--- src/rtl/aes_pkg.sv ---
// =============================================================================
// aes_pkg : mode encodings and ShiftRows index helpers for the Rijndael state
// Revision: 1.0
// =============================================================================
`default_nettype none

package aes_pkg;

  localparam logic [1:0] MODE_FWD = 2'b00;
  localparam logic [1:0] MODE_INV = 2'b01;
  localparam logic [1:0] MODE_BYP = 2'b10;
  localparam logic [1:0] MODE_RSV = 2'b11;

  // Rijndael uses a wider shift on rows 2 and 3 once the state reaches 8 columns.
  function automatic int unsigned shift_off(input int unsigned nb, input int unsigned row);
    int unsigned off;
    off = row;
    if (nb == 8 && row >= 2) off = row + 1;
    return off;
  endfunction

  function automatic int unsigned src_idx(input int unsigned nb, input logic [1:0] mode,
                                          input int unsigned k);
    int unsigned r;
    int unsigned c;
    int unsigned s;
    int unsigned idx;
    r   = k % 4;
    c   = k / 4;
    s   = shift_off(nb, r);
    idx = k;
    case (mode)
      MODE_FWD: idx = r + 4 * ((c + s) % nb);
      MODE_INV: idx = r + 4 * ((c + nb - s) % nb);
      default:  idx = k;
    endcase
    return idx;
  endfunction

endpackage

`default_nettype wire

--- src/rtl/aes_shift_rows_pipe_if.sv ---
// =============================================================================
// aes_shift_rows_pipe_if : valid/ready block stream in and out of the unit
// Revision: 1.0
// =============================================================================
`default_nettype none

interface aes_shift_rows_pipe_if #(
  parameter int NB    = 4,
  parameter int TAG_W = 4
);
  localparam int DATA_W = 32 * NB;

  logic              in_valid;
  logic              in_ready;
  logic [1:0]        in_mode;
  logic [TAG_W-1:0]  in_tag;
  logic [0:DATA_W-1] in_data;
  logic              out_valid;
  logic              out_ready;
  logic [0:DATA_W-1] out_data;
  logic [TAG_W-1:0]  out_tag;
  logic              out_err;

  modport master (
    output in_valid, in_mode, in_tag, in_data, out_ready,
    input  in_ready, out_valid, out_data, out_tag, out_err
  );

  modport slave (
    input  in_valid, in_mode, in_tag, in_data, out_ready,
    output in_ready, out_valid, out_data, out_tag, out_err
  );

endinterface

`default_nettype wire

--- src/rtl/aes_sr_perm.sv ---
// =============================================================================
// aes_sr_perm : combinational NB-generic ShiftRows / InvShiftRows byte permutation
// Revision: 1.0
// =============================================================================
`default_nettype none

module aes_sr_perm
  import aes_pkg::*;
#(
  parameter  int NB     = 4,
  localparam int DATA_W = 32 * NB
) (
  input  logic [1:0]        mode,
  input  logic [0:DATA_W-1] in_data,
  output logic [0:DATA_W-1] out_data,
  output logic              err
);

  // Source indices are elaboration constants; only a 3-way byte mux is left at runtime.
  for (genvar k = 0; k < 4 * NB; k++) begin : g_byte
    localparam int unsigned FWD_SRC = src_idx(NB, MODE_FWD, k);
    localparam int unsigned INV_SRC = src_idx(NB, MODE_INV, k);

    assign out_data[8*k +: 8] = (mode == MODE_FWD) ? in_data[8*FWD_SRC +: 8] :
                                (mode == MODE_INV) ? in_data[8*INV_SRC +: 8] :
                                                     in_data[8*k +: 8];
  end

  assign err = (mode == MODE_RSV);

endmodule

`default_nettype wire

--- src/rtl/aes_shift_rows_pipe.sv ---
// =============================================================================
// aes_shift_rows_pipe : pipelined ShiftRows/InvShiftRows with valid/ready flow
// Revision: 1.0
// =============================================================================
`default_nettype none

module aes_shift_rows_pipe
  import aes_pkg::*;
#(
  parameter int NB    = 4,
  parameter int LAT   = 1,
  parameter int TAG_W = 4,
  parameter int CNT_W = 16
) (
  input  logic              clk,
  input  logic              rst_n,
  aes_shift_rows_pipe_if.slave sr,
  output logic [CNT_W-1:0]  blk_cnt
);

  localparam int DATA_W = 32 * NB;

  if (!(NB == 4 || NB == 6 || NB == 8)) begin : g_bad_nb
    $error("aes_shift_rows_pipe: NB must be 4, 6 or 8");
  end
  if (LAT < 1 || LAT > 4) begin : g_bad_lat
    $error("aes_shift_rows_pipe: LAT must be in 1..4");
  end

  logic [0:DATA_W-1] perm_data;
  logic              perm_err;

  aes_sr_perm #(.NB(NB)) u_perm (
    .mode     (sr.in_mode),
    .in_data  (sr.in_data),
    .out_data (perm_data),
    .err      (perm_err)
  );

  logic [LAT-1:0]    v_q, v_d;
  logic [LAT-1:0]    err_q, err_d;
  logic [TAG_W-1:0]  tag_q  [LAT];
  logic [TAG_W-1:0]  tag_d  [LAT];
  logic [0:DATA_W-1] data_q [LAT];
  logic [0:DATA_W-1] data_d [LAT];
  logic [CNT_W-1:0]  blk_cnt_q, blk_cnt_d;
  logic [LAT-1:0]    adv;
  logic              accept;

  // A stage moves when it, or any stage downstream of it, has a hole, or the sink takes.
  for (genvar i = 0; i < LAT; i++) begin : g_adv
    assign adv[i] = sr.out_ready | ~(&v_q[LAT-1:i]);
  end

  assign accept      = sr.in_valid & adv[0];
  assign sr.in_ready = adv[0];

  always_comb begin
    v_d       = v_q;
    err_d     = err_q;
    tag_d     = tag_q;
    data_d    = data_q;
    blk_cnt_d = blk_cnt_q;
    if (adv[0]) begin
      v_d[0] = accept;
      if (accept) begin
        err_d[0]  = perm_err;
        tag_d[0]  = sr.in_tag;
        data_d[0] = perm_data;
        blk_cnt_d = blk_cnt_q + 1'b1;
      end
    end
    for (int i = 1; i < LAT; i++) begin
      if (adv[i]) begin
        v_d[i]    = v_q[i-1];
        err_d[i]  = err_q[i-1];
        tag_d[i]  = tag_q[i-1];
        data_d[i] = data_q[i-1];
      end
    end
  end

  always_ff @(posedge clk or negedge rst_n) begin
    if (!rst_n) begin
      v_q       <= '0;
      err_q     <= '0;
      blk_cnt_q <= '0;
      for (int i = 0; i < LAT; i++) begin
        tag_q[i]  <= '0;
        data_q[i] <= '0;
      end
    end else begin
      v_q       <= v_d;
      err_q     <= err_d;
      tag_q     <= tag_d;
      data_q    <= data_d;
      blk_cnt_q <= blk_cnt_d;
    end
  end

  assign sr.out_valid = v_q[LAT-1];
  assign sr.out_err   = err_q[LAT-1];
  assign sr.out_tag   = tag_q[LAT-1];
  assign sr.out_data  = data_q[LAT-1];
  assign blk_cnt      = blk_cnt_q;

endmodule

`default_nettype wire

--- src/flat_wrapper.sv ---
// flat-port wrapper written by rule: the top's interface ports become plain ports
module aes_shift_rows_pipe_flat import aes_pkg::*;
#(
  parameter int NB    = 4,
  parameter int LAT   = 1,
  parameter int TAG_W = 4,
  parameter int CNT_W = 16
)
  (clk, rst_n, blk_cnt, sr_in_valid, sr_in_mode, sr_in_tag, sr_in_data, sr_out_ready, sr_in_ready, sr_out_valid, sr_out_data, sr_out_tag, sr_out_err);
  aes_shift_rows_pipe_if #(.NB(NB), .TAG_W(TAG_W)) sr_i ();
  input  logic clk;
  input  logic rst_n;
  output logic [CNT_W-1:0] blk_cnt;
  input wire logic [$bits(sr_i.in_valid)-1:0] sr_in_valid;
  input wire logic [$bits(sr_i.in_mode)-1:0] sr_in_mode;
  input wire logic [$bits(sr_i.in_tag)-1:0] sr_in_tag;
  input wire logic [$bits(sr_i.in_data)-1:0] sr_in_data;
  input wire logic [$bits(sr_i.out_ready)-1:0] sr_out_ready;
  output wire logic [$bits(sr_i.in_ready)-1:0] sr_in_ready;
  output wire logic [$bits(sr_i.out_valid)-1:0] sr_out_valid;
  output wire logic [$bits(sr_i.out_data)-1:0] sr_out_data;
  output wire logic [$bits(sr_i.out_tag)-1:0] sr_out_tag;
  output wire logic [$bits(sr_i.out_err)-1:0] sr_out_err;
  assign sr_i.in_valid = sr_in_valid;
  assign sr_i.in_mode = sr_in_mode;
  assign sr_i.in_tag = sr_in_tag;
  assign sr_i.in_data = sr_in_data;
  assign sr_i.out_ready = sr_out_ready;
  assign sr_in_ready = sr_i.in_ready;
  assign sr_out_valid = sr_i.out_valid;
  assign sr_out_data = sr_i.out_data;
  assign sr_out_tag = sr_i.out_tag;
  assign sr_out_err = sr_i.out_err;
  aes_shift_rows_pipe #(.NB(NB), .LAT(LAT), .TAG_W(TAG_W), .CNT_W(CNT_W)) u_core (.clk(clk), .rst_n(rst_n), .sr(sr_i), .blk_cnt(blk_cnt));
endmodule
--- config.mk ---
export PLATFORM = sky130hd
export DESIGN_NAME = aes_shift_rows_pipe_flat
export DESIGN_NICKNAME = d
export VERILOG_FILES = /design/src/rtl/aes_pkg.sv /design/src/rtl/aes_shift_rows_pipe_if.sv /design/src/rtl/aes_sr_perm.sv /design/src/rtl/aes_shift_rows_pipe.sv /design/src/flat_wrapper.sv
export SDC_FILE = /design/constraint.sdc
export NUM_CORES = 1
export LEC_CHECK = 0
export CAP_MARGIN = 20
export CORE_ASPECT_RATIO = 0.9
export CORE_MARGIN = 8
export CORE_UTILIZATION = 35
export CTS_CLUSTER_DIAMETER = 200
export DETAILED_ROUTE_END_ITERATION = 10
export PLACE_DENSITY_LB_ADDON = 0.05
export SYNTH_ARGS = -nofsm -noshare
export SYNTH_HDL_FRONTEND = slang
export SYNTH_SLANG_ARGS = --single-unit
--- constraint.sdc ---
create_clock -name clk -period 1.88 [get_ports clk]
set_input_delay 0.47 -clock clk [delete_from_list [all_inputs] [get_ports clk]]
set_output_delay 0.47 -clock clk [all_outputs]
set_load 0.005 [all_outputs]
# [Word level (Yosys, flattened, before mapping)]
# Index checks and enable logic that the tools add are counted.
[totals] out_inout_bits=151 inputBits=138 register_bits=150 elab_cells=37
[classes] bitwise_logic=3 muxes=24 reduce_logical=2 n_eq_ne=2 addsub=1
[op_table] operator="two-way mux 8 bit" count=24
[op_table] operator="adder 16 x 1 -> 16 bit (second input constant)" count=1
[op_table] operator="== test 2 x 1 -> 1 bit (second input constant)" count=1
[op_table] operator="== test 2 bit (second input constant)" count=1
[op_table] operator="zero test 2 bit" count=1
[op_table] operator="AND reduction 2 bit" count=1
[op_table] operator="AND 1 bit" count=1
[op_table] operator="NOT 1 bit" count=1
[op_table] operator="OR 1 bit" count=1

# [Logic depth before layout (Yosys ltp)]
# Gate-level depths: netlist of run 1.
[logic_depth] word_depth=4 mapped_depth=7 mapped_depth_nobuf=5

# [Cells and area by module]
# A second synthesis of run 1 with hierarchy kept.
[unflattened] hier_cells=627 hier_area_um2=7941.4
[by_module_without_submodules] module="aes_shift_rows_pipe" area_per_inst_um2=5898.2 seq_area_each_um2=3753.6 cells_each=345 n_inst=1
[by_module_without_submodules] module="aes_sr_perm" area_per_inst_um2=2043.2 seq_area_each_um2=0.0 cells_each=282 n_inst=1

# [Worst setup path before layout of run 1]
# OpenSTA, ideal clock, no wires.
[synth_timing] path_kind="input to register" start="in sr_out_ready" end="reg u_core.data_q, in the netlist u_core.sr.out_data[85]" required_time_ns=1.747 path_slack_ns=0.451 setup_ns=0.133 stages=7 n_path_buf=3 t_arrival_ns=1.295 path_cell_list="nand2b_4 -> nand2_1 -> buf_4 -> buf_4 -> buf_4 -> nand2_1 -> o21ai_0"
[synth_between] elab_chain_len=3
[synth_lines] item="start, declared" line_no="flat_wrapper.sv:18" text="input wire logic [$bits(sr_i.out_ready)-1:0] sr_out_ready;"
[synth_lines] item="OR 1 bit (*)" line_no="aes_shift_rows_pipe.sv:52" text="assign adv[i] = sr.out_ready | ~(&v_q[LAT-1:i]);"
[synth_lines] item="AND 1 bit" line_no="aes_shift_rows_pipe.sv:55" text="assign accept = sr.in_valid & adv[0];"
[synth_lines] item="AND reduction 2 bit (no source line) (*)"
[synth_lines] item="end signal, assigned" line_no="aes_shift_rows_pipe.sv:96" text="data_q <= data_d;"
[synth_lines] item="end, declared" line_no="aes_shift_rows_pipe.sv:44" text="logic [0:DATA_W-1] data_q [LAT];"
# Mark *: on every way between the ends. The rest lies on a longest branch, timed or not.
# A chain may end at the register's enable or synchronous reset.

# [Worst setup path in the final report of run 1]
[layout_timing] start="reg u_core.blk_cnt_q[12] (netlist: u_core.blk_cnt[12])" end="out blk_cnt[12]"
[layout_rtl] item="start, declared" line_no="aes_shift_rows_pipe.sv:46" text="logic [CNT_W-1:0] blk_cnt_q, blk_cnt_d;"
[layout_rtl] item="start signal, assigned" line_no="aes_shift_rows_pipe.sv:97" text="blk_cnt_q <= blk_cnt_d;"
[layout_rtl] item="end, declared" line_no="flat_wrapper.sv:13" text="output logic [CNT_W-1:0] blk_cnt;"
# No word-level cell between the ends.

==> results.cfg, run 1 <==
[global_route]
grt_antenna_before_repair = 1
grt_max_degree = 52
grt-ovfl-total = 0
grt_usage_pct = 17.35
grt_first_pass_wirelength_um = 35090
first_global_vias = 6194

[die]
initial_core_util_pct = 35.87
dieHeight_um = 152.0
chipWidth_um = 167.1
core_sq_um = 20050
dieArea_sq_um = 25400
ios = 289
rows = 49

[run_status]
outcome = finished, final reports clean

[power]
netSwitchingFraction_pct = 28.26
power_frac_comb_pct = 26.1
leakagePower_nw = 5.118
p_sw_mw = 2.829
intPower_mw = 7.180
pwr-share-clk_pct = 34.4
power_mw = 10.01
ir_drop_mv = 0.6607
p_per_area_nw_per_um2 = 892.6
sequentialPowerShare_pct = 39.5

[timing]
slew_headroom_pct = 71.18
hold_violations = 0
tightestPinTransition_ps = 432.3
final-setup-viol-count = 0
setup_ws_ps = 48.20
report.final.slew_viol_count = 0
period_needed_ps = 1832
fin_tns_setup_ps = 0
finClkSkew_ps = 12.13
final.period_utilization_pct = 97.44
max_freq_ghz = 0.5459

[clock_network]
clockBufferDepth = 2
cts_tree = built
clock_latency_ps = 430
htree_levels = 4
path_clk_slew_ps = 70
clock_sinks = 150
cts_root_buffer = clkbuf_16
cts-buffers-inserted = 17

[routing]
vias = 6268
vias_per_cell = 4.657
wl_per_cell_um = 16.45
firstDrtPassIters = 4
totalWireLength_um = 22140
final_antenna_net_count = 0
drc_errors = 0
dr.first_iter.drc_count = 331

[place]
placed_area_sq_um = 10500
routabilityCongestion = 0.7477
port-buffer-count = 288
dpl.hpwl_um = 16520
place_ws_ps = -129.0

[synthesis]
avgSynthCellArea_sq_um = 9.209
synthesis.area_sq_um = 7192
ys_seq_elements = 150
syn-instance-count = 781
seq_area_frac_synth_pct = 52.19
synth_cell_types = 28
synth_warnings = 0
syn_nets = 920

[worst_setup_path]
cp_max_fo = 4
critPathLaunchType = flop
critPathKind = reg -> out
endpoint_kind = output port
cp.required_ps = 1410
r2r-end = u_core.blk_cnt[12]
r2r_slack_ps = 350
timing.rr.start = u_core.blk_cnt[0]
arrival_ps = 1360
max_stage_delay_ps = 530
crit_chain = clkdlybuf4s50_1
slowest_stage = clkdlybuf4s50_1
path_buf_inv = 1
cpLargestDelayFamily = buffers and inverters
r2r_cells = 6

[min_path]
hold_path_class = in -> reg
worst_hold_path.endpoint = u_core.sr.out_err
holdPathStages = 3
hp-start = sr_in_mode[1]

[finish]
fin_util_pct = 55.93
final_common_cell = clkdlybuf4s50_1
area_delta_synth_final_pct = 55.92
nNetsFinal = 1216
drive_above_1_share_pct = 8.165
final_cell_mix = 284 x clkdlybuf4s50_1, 214 x nand2_1, 147 x dfrtp_1
fin_area_sq_um = 11210

[flow_run]
maxCapViolations = 0
[area by class of cell]
cell class	count	area, sq um
fillers	1876	8835
multi-input cells	574	3147
clock inverters	13	137.6
diodes	1	2.502
flip-flops and latches	150	3757
clock buffers	19	452.9
well taps	255	319.1
repair buffers	332	3390
inverters	2	7.507
[worst max path at each step]
stage / cells after the start / slack (ps) / startpoint / end
global placement: 3 / -130 / sr_out_ready / sr_in_ready
floorplan: 7 / 450 / sr_out_ready / u_core.sr.out_data[85]
finish: 1 / 50 / u_core.blk_cnt[12] / blk_cnt[12]
CTS: 1 / 7 / u_core.blk_cnt[10] / blk_cnt[10]
global route: 1 / -7 / u_core.blk_cnt[12] / blk_cnt[12]
detailed placement: 3 / -130 / sr_out_ready / sr_in_ready
[routing by layer]
layer | GRT usage (%) | share of wire, % | routed length [um] | up-vias
met3 | 7.563 | 8.7 | 1924 | 15
met5 | 0 | 0 | 0 | -
li1 | - | - | - | 3218
met1 | 21.41 | 44 | 9812 | 2845
met4 | 4.801 | 1.2 | 261 | 0
met2 | 27.19 | 46 | 10140 | 190
[power by group through the flow]
stage                     logic, mW  registers, mW  clock network [mW]
after CTS                      2.65           3.96                3.54
final                          2.62           3.95                3.44
after global routing           2.88           4.01                3.67
after detailed placement       2.51           4.06                   0
after floorplan               0.778           4.08                   0
after global placement         2.50           4.05                   0
[cells by family (layout without fill, tap and decap cells)]
family / after synthesis / after routing / synth area share [%]
AND/OR/NAND/NOR: 302 / 302 / 17.15
AO/OA/AOI/OAI: 160 / 160 / 11.13
flip-flops: 150 / 150 / 52.19
multiplexers: 96 / 96 / 13.36
buffers and inverters: 57 / 366 / 4.158
XOR/XNOR: 15 / 15 / 1.827
adder cells (fa/ha/maj): 1 / 1 / 0.1739
other: 0 / 1 / 0
[cell usage after synthesis]
library cell / count / area (sq um)
and2_1: 1 / 6.260
ha_1: 1 / 12.51
clkbuf_1: 22 / 82.58
and4_1: 1 / 8.760
nand4_1: 4 / 25.02
nand2b_4: 1 / 13.76
nor4b_4: 1 / 23.77
nand2_1: 215 / 807.0
and3_1: 1 / 6.260
nor3_1: 2 / 10.01
inv_1: 2 / 7.510
mux2i_1: 96 / 960.9
nand3_1: 5 / 25.02
buf_1: 3 / 11.26
nand4_2: 1 / 12.51
buf_4: 19 / 142.6
o21ai_1: 3 / 15.01
buf_2: 11 / 55.05
xnor2_1: 11 / 96.34
a21oi_1: 64 / 320.3
nor2_1: 66 / 247.7
dfrtp_1: 150 / 3754
and3_2: 1 / 7.510
nand3_2: 1 / 10.01
nor3b_4: 1 / 18.77
o21ai_0: 93 / 465.5
and4_4: 1 / 11.26
xor2_1: 4 / 35.03
[state kept, by name (all words and copies together) (netlist names)]
name	flops
u_core.sr.out_data	128
u_core.sr.out_err	1
u_core.sr.out_tag	4
u_core.sr.out_valid	1
u_core.blk_cnt	16
[through the flow]
step,cells,hold WS [ps]
global placement,1298,428.2
floorplan,781,174.4
CTS,1338,417.5
global route,1346,436.9
finish,1346,442.7
detailed placement,1298,429.0
[what timing repair did]
action | 4_1_cts | 5_1_grt
setup endpoints to repair | 11 | 5
buffers inserted | 7 | 7
gates resized for setup | 4 | 0
hold buffers | 1 | 0
hold endpoints to repair | 31 | 0
Note: power is estimated with default switching activity, not from simulation.
==> inputs of run 2 (changes only) <==
--- a/config.mk
+++ b/config.mk
@@ -11,7 +11,8 @@
 export CORE_UTILIZATION = 35
 export CTS_CLUSTER_DIAMETER = 200
 export DETAILED_ROUTE_END_ITERATION = 10
-export PLACE_DENSITY_LB_ADDON = 0.05
+export PLACE_DENSITY = 0.65
 export SYNTH_ARGS = -nofsm -noshare
 export SYNTH_HDL_FRONTEND = slang
+export SYNTH_HIERARCHICAL = 1
 export SYNTH_SLANG_ARGS = --single-unit
==> run 2 against run 1 <==
Effect of this change: power up 5.3%; register-to-register slack gained 40 ps; die area increased by 9.4%; global-route usage down 1.6 points; sequential power grew 3%; sequential share of layout area down 1.5 points; final cell count down 9.4%; hold slack improved by 27 ps; routed wire length down 0.54%; combinational power up 17%.
==> results.cfg, run 2 <==
[run_status]
outcome = finished, final reports clean

[die]
initial_core_util_pct = 35.48
ios = 289
rows = 52
core_sq_um = 22380
dieHeight_um = 158.9
dieArea_sq_um = 27770
chipWidth_um = 174.8

[global_route]
grt_antenna_before_repair = 0
grt-ovfl-total = 0
grt_usage_pct = 15.78
grt_first_pass_wirelength_um = 34730
grt_max_degree = 44
first_global_vias = 6063

[clock_network]
cts_root_buffer = clkbuf_16
htree_levels = 4
path_clk_slew_ps = 60
cts-buffers-inserted = 17
clock_latency_ps = 420
clockBufferDepth = 2
clock_sinks = 150
cts_tree = built

[synthesis]
avgSynthCellArea_sq_um = 12.67
synth.area.top_cells = dfrtp_1 47%, mux2_2 12%, mux2_4 9.5%, mux2i_1 8.1%, mux2_1 4.5%
synth_warnings = 6
yosysTopAreaCell = dfrtp_1
syn-instance-count = 627
synth_edf_count = 0
synth_cell_types = 25
synth_flop_cell = dfrtp_1
synth_common_cells = 150 x dfrtp_1, 84 x mux2_2, 68 x nand2_1
ys_seq_elements = 150
seq_area_frac_synth_pct = 47.27
synthesis.area_sq_um = 7941
yosys.cell_count.top_type = dfrtp_1
yosysTopAreaCellShare_pct = 47.27
async_reset_ff_share_pct = 100.0
syn_nets = 766

[place]
routabilityCongestion = 0.7309
dp.cells = 1175
port-buffer-count = 288
dpl.hpwl_um = 16780
placed_area_sq_um = 11060
place_ws_ps = -203.4

[routing]
vias_per_cell = 4.632
totalWireLength_um = 22020
firstDrtPassIters = 4
vias = 5646
drc_errors = 0
wl_per_cell_um = 18.06
final_antenna_net_count = 0
dr.first_iter.drc_count = 304

[timing]
final-setup-viol-count = 0
tightestPinTransition_ps = 474.1
finClkSkew_ps = 10.91
report.final.slew_viol_count = 0
slew_headroom_pct = 68.39
period_needed_ps = 1817
max_freq_ghz = 0.5503
hold_violations = 0
final.period_utilization_pct = 96.65
timing.hold.ws_ps = 470.0
fin_tns_setup_ps = 0
setup_ws_ps = 62.89

[flow_run]
maxCapViolations = 0

[finish]
register_area_sq_um = 3754
final_cells = 1219
fin_area_sq_um = 11730
multi_input_area_sq_um = 3577
nNetsFinal = 1048
num_antenna_cells = 0
drive_above_1_share_pct = 23.43
final_common_cell = clkdlybuf4s50_1
final_cell_mix = 282 x clkdlybuf4s50_1, 150 x dfrtp_1, 84 x mux2_2
largest_reg_flops = 128
fillers = 2008
area_delta_synth_final_pct = 47.72

[worst_setup_path]
arrival_ps = 1350
cp_max_fo = 3
path_buf_inv = 1
critPathLaunchType = flop
crit_chain = clkdlybuf4s50_1
endpoint_kind = output port
cpLargestDelayFamily = buffers and inverters
cp.depth = 1
slowest_stage = clkdlybuf4s50_1
cp.required_ps = 1410
r2r_cells = 5
max_stage_delay_ps = 530
critPathKind = reg -> out

[min_path]
hold_path_class = reg -> reg
holdPathStages = 1

[power]
p_per_area_nw_per_um2 = 898.3
leakagePower_nw = 5.158
ir_drop_mv = 0.4298
-- run 2: changes by cell type in the layout (fill, tap and decap cells not counted), sizes merged, moves of 2 or more --
cell           delta
a21oi            -64
inv               -4
nand2           -146
buf               +5
mux2            +166
nand3             +2
nand4             -2
o21ai            -32
clkdlybuf4s50     -2
nor2             -65
mux2i            -32
and3              +3
clkinvlp          +2
-- run 2: per-stage QoR --
| step | total power [mW] | utilization [%] |
|---|---|---|
| final | 10.54 | 52.42 |
| after global routing | 11.13 | 52.42 |
| after CTS | 10.69 | 52.20 |
| after detailed placement | 7.178 | 49.41 |
| after global placement | 7.132 | 49.41 |
| after floorplan | 5.336 | - |
-- run 2: logic make-up (layout without fill, tap and decap cells) --
kind of cell | Yosys count | after routing | share of synthesized area, %
mux | 230 | 230 | 33.97
fa+ha+maj | 1 | 1 | 0.1575
xor+xnor | 15 | 15 | 1.654
buf+inv | 74 | 369 | 7.799
simple gates | 93 | 93 | 5.121
compound gates | 64 | 64 | 4.033
flops | 150 | 150 | 47.27
-- run 2: per-layer routing --
| metal | global-route usage (%) | vias to the layer above | wire length (um) |
|---|---|---|---|
| li1 | - | 2736 | - |
| met3 | 6.875 | 19 | 2001 |
| met1 | 19.33 | 2703 | 9342 |
| met4 | 4.967 | 0 | 365 |
| met2 | 24.61 | 188 | 10310 |
| met5 | 0 | - | 0 |
-- run 2: path summary, 6_finish.rpt --
kind / startpoint / endpoint / slack [ps]
setup / recovery: u_core/blk_cnt[13] / blk_cnt[13] / 60
hold / removal: u_core/blk_cnt[15] / u_core/blk_cnt[15] / 470
setup reg to reg: u_core/sr.out_valid / u_core/sr.out_data[123] / 390
hold reg to reg: u_core/blk_cnt[15] / u_core/blk_cnt[15] / 470
max in group asynchronous: rst_n / u_core/sr.out_data[38] / 730
min in group asynchronous: rst_n / u_core/sr.out_data[1] / 580
-- run 2: cell type report --
type                            instances  share of cell area (%)
Clock buffer                           19                   3.690
Timing Repair Buffer                  337                   29.40
Sequential cell                       150                   32.00
Clock inverter                         13                   1.248
Multi-Input combinational cell        403                   30.49
Tap cell                              297                   3.168
-- run 2: where the power goes --
group / switching [mW] / internal (mW)
logic: 1.04 / 2.02
clock network: 1.43 / 1.98
registers: 0.298 / 3.78
-- run 2: timing repair --
action	CTS	global route
endpoints found under the setup margin	7	6
hold endpoints to repair	25	0
buffers inserted	5	6
hold buffers	1	0
gates resized for setup	2	1
==> inputs of run 3 (changes only) <==
==> constraint.sdc (replaced) <==
create_clock -name clk -period 2.3 [get_ports clk]
set_input_delay 0.575 -clock clk [delete_from_list [all_inputs] [get_ports clk]]
set_output_delay 0.575 -clock clk [all_outputs]
set_load 0.005 [all_outputs]
==> run 3 against run 2 <==
Effect of this change: clock skew grew 3.4 ps; setup slack worse by 0.76 ps; global-route usage decreased by 0.54 points; flip-flop and latch count unchanged; combinational power down 22%.
==> results.cfg, run 3 (synthesis results as in run 2) <==
[run_status]
outcome = finished, final reports clean

[clock_network]
path_clk_slew_ps = 70
clockBufferDepth = 2
cts_root_buffer = clkbuf_16
cts-buffers-inserted = 17
clock_latency_ps = 420
htree_levels = 4
cts_resized = 0
clock_sinks = 150
post_cts_buffers = 0
hold_buffers = 0
cts_tree = built

[worst_setup_path]
critPathLaunchType = primary input
critPathKind = in -> out
r2r-end = u_core/sr.out_data[77]
r2r_slack_ps = 780
cp_common_cell = clkdlybuf4s50_1
path_buf_inv = 2
cpLargestDelayFamily = buffers and inverters
cp_max_fo = 2
arrival_ps = 1660
timing.rr.start = u_core/sr.out_valid
slowest_stage = clkdlybuf4s50_1
r2r_cells = 5
cp.required_ps = 1730
crit_chain = clkdlybuf4s50_1, nand2b_1, clkdlybuf4s50_1
endpoint_kind = output port
max_stage_delay_ps = 510

[finish]
final_cell_mix = 285 x clkdlybuf4s50_1, 150 x dfrtp_1, 84 x mux2_2
area_delta_synth_final_pct = 44.26
largest_reg_flops = 128
fillers = 1994
drive_above_1_share_pct = 20.85
num_antenna_cells = 0
nNetsFinal = 1018
final_cells = 1189
final_common_cell = clkdlybuf4s50_1

[routing]
final_antenna_net_count = 0
dr.first_iter.drc_count = 247
wl_per_cell_um = 17.77
vias = 5541
drc_errors = 0
totalWireLength_um = 21130
firstDrtPassIters = 4
vias_per_cell = 4.660

[global_route]
grt_usage_pct = 15.24
grt-ovfl-total = 0
grt_antenna_before_repair = 0
first_global_vias = 5903
grt_max_degree = 58
grt_first_pass_wirelength_um = 34070

[place]
routabilityCongestion = 0.7226
dpl.hpwl_um = 16000
port-buffer-count = 288
dp.cells = 1157
place_ws_ps = 58.23

[timing]
report.final.slew_viol_count = 0
slew_headroom_pct = 56.29
finClkSkew_ps = 14.35
tightestPinTransition_ps = 655.6
grt_setup_unrepaired = no
final-setup-viol-count = 0
timing.hold.ws_ps = 121.8
final.period_utilization_pct = 97.30
max_freq_ghz = 0.4469
hold_violations = 0
fin_tns_setup_ps = 0
period_needed_ps = 2238
setup_ws_ps = 62.13

[power]
p_per_area_nw_per_um2 = 742.1
power_mw = 8.502
leakagePower_nw = 4.976
ir_drop_mv = 0.3682

[die]
chipWidth_um = 174.8
rows = 52
ios = 289
dieHeight_um = 158.9
initial_core_util_pct = 35.48
dieArea_sq_um = 27770
core_sq_um = 22380

[flow_run]
maxCapViolations = 0

[min_path]
hold_path_class = in -> async
run 3: area by class of cell:
type                            count  area, sq um  area share, %
Clock buffer                       20        436.7          3.812
Sequential cell                   150         3754          32.77
Multi-Input combinational cell    403         3577          31.23
Tap cell                          297        371.6          3.244
Timing Repair Buffer              307         3172          27.69
Clock inverter                     12        145.1          1.267
run 3: power by group:
group | internal (mW) | total [mW] | switching, mW
clock | 1.62 | 2.77 | 1.15
sequential | 3.09 | 3.35 | 0.266
combinational | 1.58 | 2.38 | 0.793
run 3: metrics by stage:
stage / instance area (sq um) / utilization (%)
final: 11460 / 51.19
after global routing: 11460 / 51.19
after CTS: 11460 / 51.19
after detailed placement: 10870 / 48.59
after global placement: 10870 / 48.59
after floorplan: 7941 / -
run 3: layer usage:
metal | GRT usage (%) | up-vias | share of wire [%]
li1 | - | 2681 | -
met1 | 18.51 | 2673 | 43
met2 | 24.47 | 174 | 47
met3 | 6.567 | 13 | 8.8
met4 | 3.812 | 0 | 0.92
met5 | 0 | - | 0
run 3: worst max-delay path by stage:
stage,cells after the start,slack [ps],endpoint,startpoint
2_1_floorplan,6,630,u_core/sr.out_data[18],sr_out_ready
3_3_place_gp,3,70,sr_in_ready,sr_out_ready
3_5_place_dp,3,60,sr_in_ready,sr_out_ready
4_1_cts,3,60,sr_in_ready,sr_out_ready
5_1_grt,3,20,sr_in_ready,sr_out_ready
6_report,3,60,sr_in_ready,sr_out_ready
==> RTL change 1: new RTL, settings of run 1 <==
Put a register stage on the output `sr.out_err`. The value now appears one clock later.
--- a/src/rtl/aes_shift_rows_pipe.sv
+++ b/src/rtl/aes_shift_rows_pipe.sv
@@ -100,5 +100,7 @@
 
   assign sr.out_valid = v_q[LAT-1];
-  assign sr.out_err   = err_q[LAT-1];
+  always_ff @(posedge clk) begin
+    sr.out_err <= err_q[LAT-1];
+  end
   assign sr.out_tag   = tag_q[LAT-1];
   assign sr.out_data  = data_q[LAT-1];
Formal check against the unedited RTL: not equivalent (a bounded check fails within 4 cycles, from zero or initial values and one cycle with rst_n low).
==> RTL change 1 against run 1 <==
- design area up 1.8%
- maximum frequency up 0.85%
- die area up 0.27%
- sequential share of layout area down 0.42 points
- non-clock buffer count up 15
- area after synthesis up 0.30%
- wire length up 0.33%
- clock skew down 3.6 ps
- sequential cell count up 1
- critical path depth unchanged
- critical path type unchanged
- highest routed layer unchanged
- power up 4.0%
- critical endpoint is now blk_cnt[11]
- first-iteration DRC count up 5.1%
- setup slack better by 15 ps
==> RTL change 1: results (changes against run 1) <==
skew final=8.56 ps (-3.56 ps); GRT Overall Usage=0.174 (+0.000532); GR Layer Usage met3=0.0679 (-0.00777); drt total wl=22200 um (+0.33%); met1 usage=0.226 (+0.0120); FF/Latch Area=3780 um^2 (+0.53%); async set or reset register ratio after synthesis=0.993 (-0.00662); starting DRC count in detailed routing=348 (+5.1%); synth cell count leaders=nand2_1, dfrtp_1, mux2i_1, nor2_1, a21oi_1; WL per Instance=16.3 um (-0.84%); met3 wire length=1720 um (-11%); Mapped Cells=778 (-0.38%); # diodes=0 (-1); Placed Cells=1320 (+1.7%); initial antenna violation count=0 (-1); XOR/XNOR share of the synthesized area=0.0193 (+0.000987); total vias in the final route=6303 (+0.56%); Synth Area in Compound Gates=0.111 (-0.000328); Mapped Nets=917 (-0.33%); Post-CTS Setup Bufs=5 (-2); met2 usage=0.265 (-0.00713); largest net degree at the start of global routing=59 (+13%); post-CTS resize count=5 (+1); Int Power=7.55 mW (+5.1%); top cells by area, synth=dfrtp_1, mux2i_1, nand2_1, a21oi_1, o21ai_1; Layout Nets=1228 (+0.99%); HP Class=flop to flop; worst path arrival time=~1400 ps; GPL Wtd Cong=0.770 (+3.0%); post-synthesis mux area share=0.133 (-0.000394); slew margin rel.=0.731 (+0.0191); LEAKAGE=5.26 nW (+2.8%); DP Area=10700 um^2 (+2.1%); dpl hpwl=17100 um (+3.4%); met2 wire length=9900 um (-2.3%); status=finished, final reports clean; Max IR drop VDD=0.000496 V (-25%); Metal-1 WL=10300 um (+5.0%); Post-Synth Adder-Cell Area=0.00173 (-0.00000513); first-pass GRT wire length=35300 um (+0.49%); layout cell share with drive strength beyond 1=0.0926 (+0.0109); setup slack at placement=-159 ps (-29.6 ps); Synth cell types=31 (+11%)
RTL change 1: changes by cell type in the layout (fill, tap and decap cells not counted), moves of 3 or more:
cell / delta
buf_12: +4
buf_4: +11
clkdlybuf4s50_1: -5
dlymetal6s2s_1: +3
o21ai_0: -56
o21ai_1: +56
RTL change 1: path summary, 6_finish.rpt:
kind / startpoint / to / slack, ps / cells after the start
max in group asynchronous: rst_n / u_core.blk_cnt[3] / 770 / 3
setup / recovery: u_core.blk_cnt[11] / blk_cnt[11] / 60 / 1
setup reg to reg: u_core.blk_cnt[1] / u_core.blk_cnt[8] / 390 / 7
hold reg to reg: u_core.err_q / u_core.sr.out_err / 370 / 0
min in group asynchronous: rst_n / u_core.blk_cnt[10] / 490 / 2
hold / removal: u_core.err_q / u_core.sr.out_err / 370 / 0
RTL change 1: cells by family (layout without fill, tap and decap cells):
family                   Yosys count  after routing
AND/OR/NAND/NOR                  299            299
multiplexers                      96             96
flip-flops                       151            151
buffers and inverters             56            380
AO/OA/AOI/OAI                    160            160
adder cells (fa/ha/maj)            1              1
XOR/XNOR                          15             15
RTL change 1: power by group through the flow:
stage | clock (mW) | sequential [mW] | combinational (mW)
after floorplan | 0 | 4.14 | 0.840
after global placement | 0 | 4.13 | 2.65
after detailed placement | 0 | 4.14 | 2.67
after CTS | 3.67 | 4.04 | 2.82
after global routing | 3.80 | 4.09 | 3.07
final | 3.57 | 4.02 | 2.81
RTL change 1: area by class of cell:
| cell class | instances | area share |
|---|---|---|
| Sequential cell | 151 | 0.331 |
| Timing Repair Buffer | 347 | 0.312 |
| Multi-Input combinational cell | 571 | 0.275 |
| Clock buffer | 20 | 0.0391 |
| Tap cell | 260 | 0.0285 |
| Clock inverter | 12 | 0.0146 |
| Inverter | 1 | 0.000548 |
==> RTL change 2: new RTL, config.mk and constraints of run 1 <==
Made on the original files. `TAG_W` is set to 4 in 3 places; all go to 5.
--- a/src/rtl/aes_shift_rows_pipe_if.sv
+++ b/src/rtl/aes_shift_rows_pipe_if.sv
@@ -7,5 +7,5 @@
 interface aes_shift_rows_pipe_if #(
   parameter int NB    = 4,
-  parameter int TAG_W = 4
+  parameter int TAG_W = 5
 );
   localparam int DATA_W = 32 * NB;
--- a/src/rtl/aes_shift_rows_pipe.sv
+++ b/src/rtl/aes_shift_rows_pipe.sv
@@ -10,5 +10,5 @@
   parameter int NB    = 4,
   parameter int LAT   = 1,
-  parameter int TAG_W = 4,
+  parameter int TAG_W = 5,
   parameter int CNT_W = 16
 ) (
--- a/src/flat_wrapper.sv
+++ b/src/flat_wrapper.sv
@@ -4,5 +4,5 @@
   parameter int NB    = 4,
   parameter int LAT   = 1,
-  parameter int TAG_W = 4,
+  parameter int TAG_W = 5,
   parameter int CNT_W = 16
 )
Interface: changed (resized sr_in_tag and sr_out_tag); port bits go from 289 to 291. No check against the original RTL was run, so the function may have changed too.
==> RTL change 2 against run 1 <==
- wire length rose by 0.55%
- power is 1.1% higher
- sequential cell count increased by 1
- setup slack gained 9.4 ps
- maximum frequency is 0.52% higher
- design area is 1.4% higher
- area after synthesis is 1.1% higher
- cell count up 1.4%
- critical endpoint is now blk_cnt[6]
==> RTL change 2: results (changes against run 1) <==
Mapped Nets=927 (+0.76%); synth warn=0 (unchanged); Sw Share=0.277 (-0.00608); H-tree levels=4 (unchanged); async set or reset register ratio after synthesis=1.00 (unchanged); slew margin rel.=0.686 (-0.0261); worst path arrival time=1350 ps; met2 usage=0.273 (+0.00127); Synth Area in Compound Gates=0.110 (-0.00125); HP Class=flop to flop; CP top delay family=buffers and inverters; FF-to-FF setup slack=380 ps (+30 ps); largest net degree at the start of global routing=46 (-12%); drt total wl=22300 um (+0.55%); DR pass1 iterations=4 (unchanged); synth cell count leaders=nand2_1, dfrtp_1, mux2i_1, nor2_1, a21oi_1; GR Layer Usage met3=0.0601 (-0.0155); setup slack at placement=-127 ps (+1.84 ps); GRT Overall Usage=0.172 (-0.00150); DP Area=10700 um^2 (+1.4%); first-pass GRT wire length=35100 um (+0.18%); post-DR vias/cell=4.58 (-1.7%); Layout Nets=1231 (+1.2%); post-synthesis mux area share=0.132 (-0.00149); dpl hpwl=16700 um (+1.4%); Largest register FFs=128 (unchanged); Max IR drop VDD=0.000540 V (-18%); top cells by area, synth=dfrtp_1, mux2i_1, nand2_1, a21oi_1, o21ai_1; starting DRC count in detailed routing=338 (+2.1%); CTS buffer count=17 (unchanged); Post-Synth Adder-Cell Area=0.00172 (-0.0000195); Tmin final=1820 ps (-9.43 ps); met1 usage=0.219 (+0.00488); status=finished, final reports clean; top cell type's share of synthesized area=0.520 (-0.00240); PortBufs=290 (+0.69%); LEAKAGE=5.21 nW (+1.8%); clock slew at reported path FFs=70 ps (about the same); crit path max fanout=3 (-1); vias in the first global route=6131 (-1.0%); Clk Latency, worst-skew pair=420 ps; Synth cell types=29 (+3.6%); Root Driver=clkbuf_16; layout cell share with drive strength beyond 1=0.0888 (+0.00712); sequential area share after synthesis=0.520 (-0.00240); GPL Wtd Cong=0.748 (about the same); XOR/XNOR share of the synthesized area=0.0181 (-0.000204); skew final=11.1 ps (-1.02 ps); fill count=1888 (+0.64%)
[RTL change 2: cell count changes after synthesis, moves of 3 or more]
cell            run 1  this run
buf_1               3         0
buf_2              11        15
nor2_1             66        69
nor3_2              0         4
o21ai_0            93        38
o21ai_1             3        58
xnor2_1            11         6
xor2_1              4         9
[RTL change 2: final timing paths]
check | start | to | cells past startpoint
max | u_core.blk_cnt[6] | blk_cnt[6] | 1
max reg2reg | u_core.blk_cnt[1] | u_core.blk_cnt[14] | 6
min reg2reg | u_core.sr.out_err | u_core.sr.out_err | 2
min in group asynchronous | rst_n | u_core.sr.out_data[21] | 2
min | u_core.sr.out_err | u_core.sr.out_err | 2
max in group asynchronous | rst_n | u_core.sr.out_tag[1] | 3
[RTL change 2: cell families (layout without fill, tap and decap cells)]
logic type | after synthesis | count (layout)
simple gates | 307 | 307
xor+xnor | 15 | 15
fa+ha+maj | 1 | 1
other cells | 0 | 1
flops | 151 | 151
compound gates | 160 | 160
buf+inv | 57 | 374
mux | 96 | 96
[RTL change 2: routing by layer]
| metal | up-vias | share of wire |
|---|---|---|
| met4 | 0 | 0.011 |
| met5 | - | 0 |
| met3 | 16 | 0.072 |
| met2 | 176 | 0.46 |
| met1 | 2824 | 0.46 |
| li1 | 3235 | - |
[RTL change 2: tightest hold or removal path, cell delays in order, from the launching register on]
cell and delay, ps:
dfrtp_1 340, nand2_1 50, nand2_1 50
[RTL change 2: through the flow]
stage | std cells | util | hold WS [ps] | setup TNS [ps]
final | 1365 | 0.552 | 469 | 0
after global routing | 1365 | 0.552 | 489 | 0
after CTS | 1353 | 0.548 | 475 | 0
after detailed placement | 1316 | 0.517 | 452 | -2660
after global placement | 1316 | 0.517 | 453 | -1740
after floorplan | 787 | - | 174 | 0
[RTL change 2: power by group through the flow]
stage	clock network [mW]	registers, mW	logic (mW)
2_1_floorplan	0	4.10	0.822
3_3_place_gp	0	4.08	2.56
3_5_place_dp	0	4.09	2.57
4_1_cts	3.55	4.02	2.65
5_1_grt	3.68	4.05	2.95
6_report	3.44	3.99	2.69
[RTL change 2: timing repair]
action / 4_1_cts / 5_1_grt
gates cloned: 0 / 0
hold buffers: 1 / 0
pin swaps: 0 / 0
setup buffers: 4 / 11
setup endpoints to repair: 8 / 8
endpoints found under the hold margin: 7 / 0
resized for setup: 4 / 1
[RTL change 2: area by class of cell]
cell class / count / share of cell area
Tap cell: 260 / 0.0286
Sequential cell: 151 / 0.333
Timing Repair Buffer: 340 / 0.305
Antenna cell: 1 / 0.000220
Multi-Input combinational cell: 579 / 0.281
Clock buffer: 19 / 0.0390
Clock inverter: 13 / 0.0128
Inverter: 2 / 0.000660
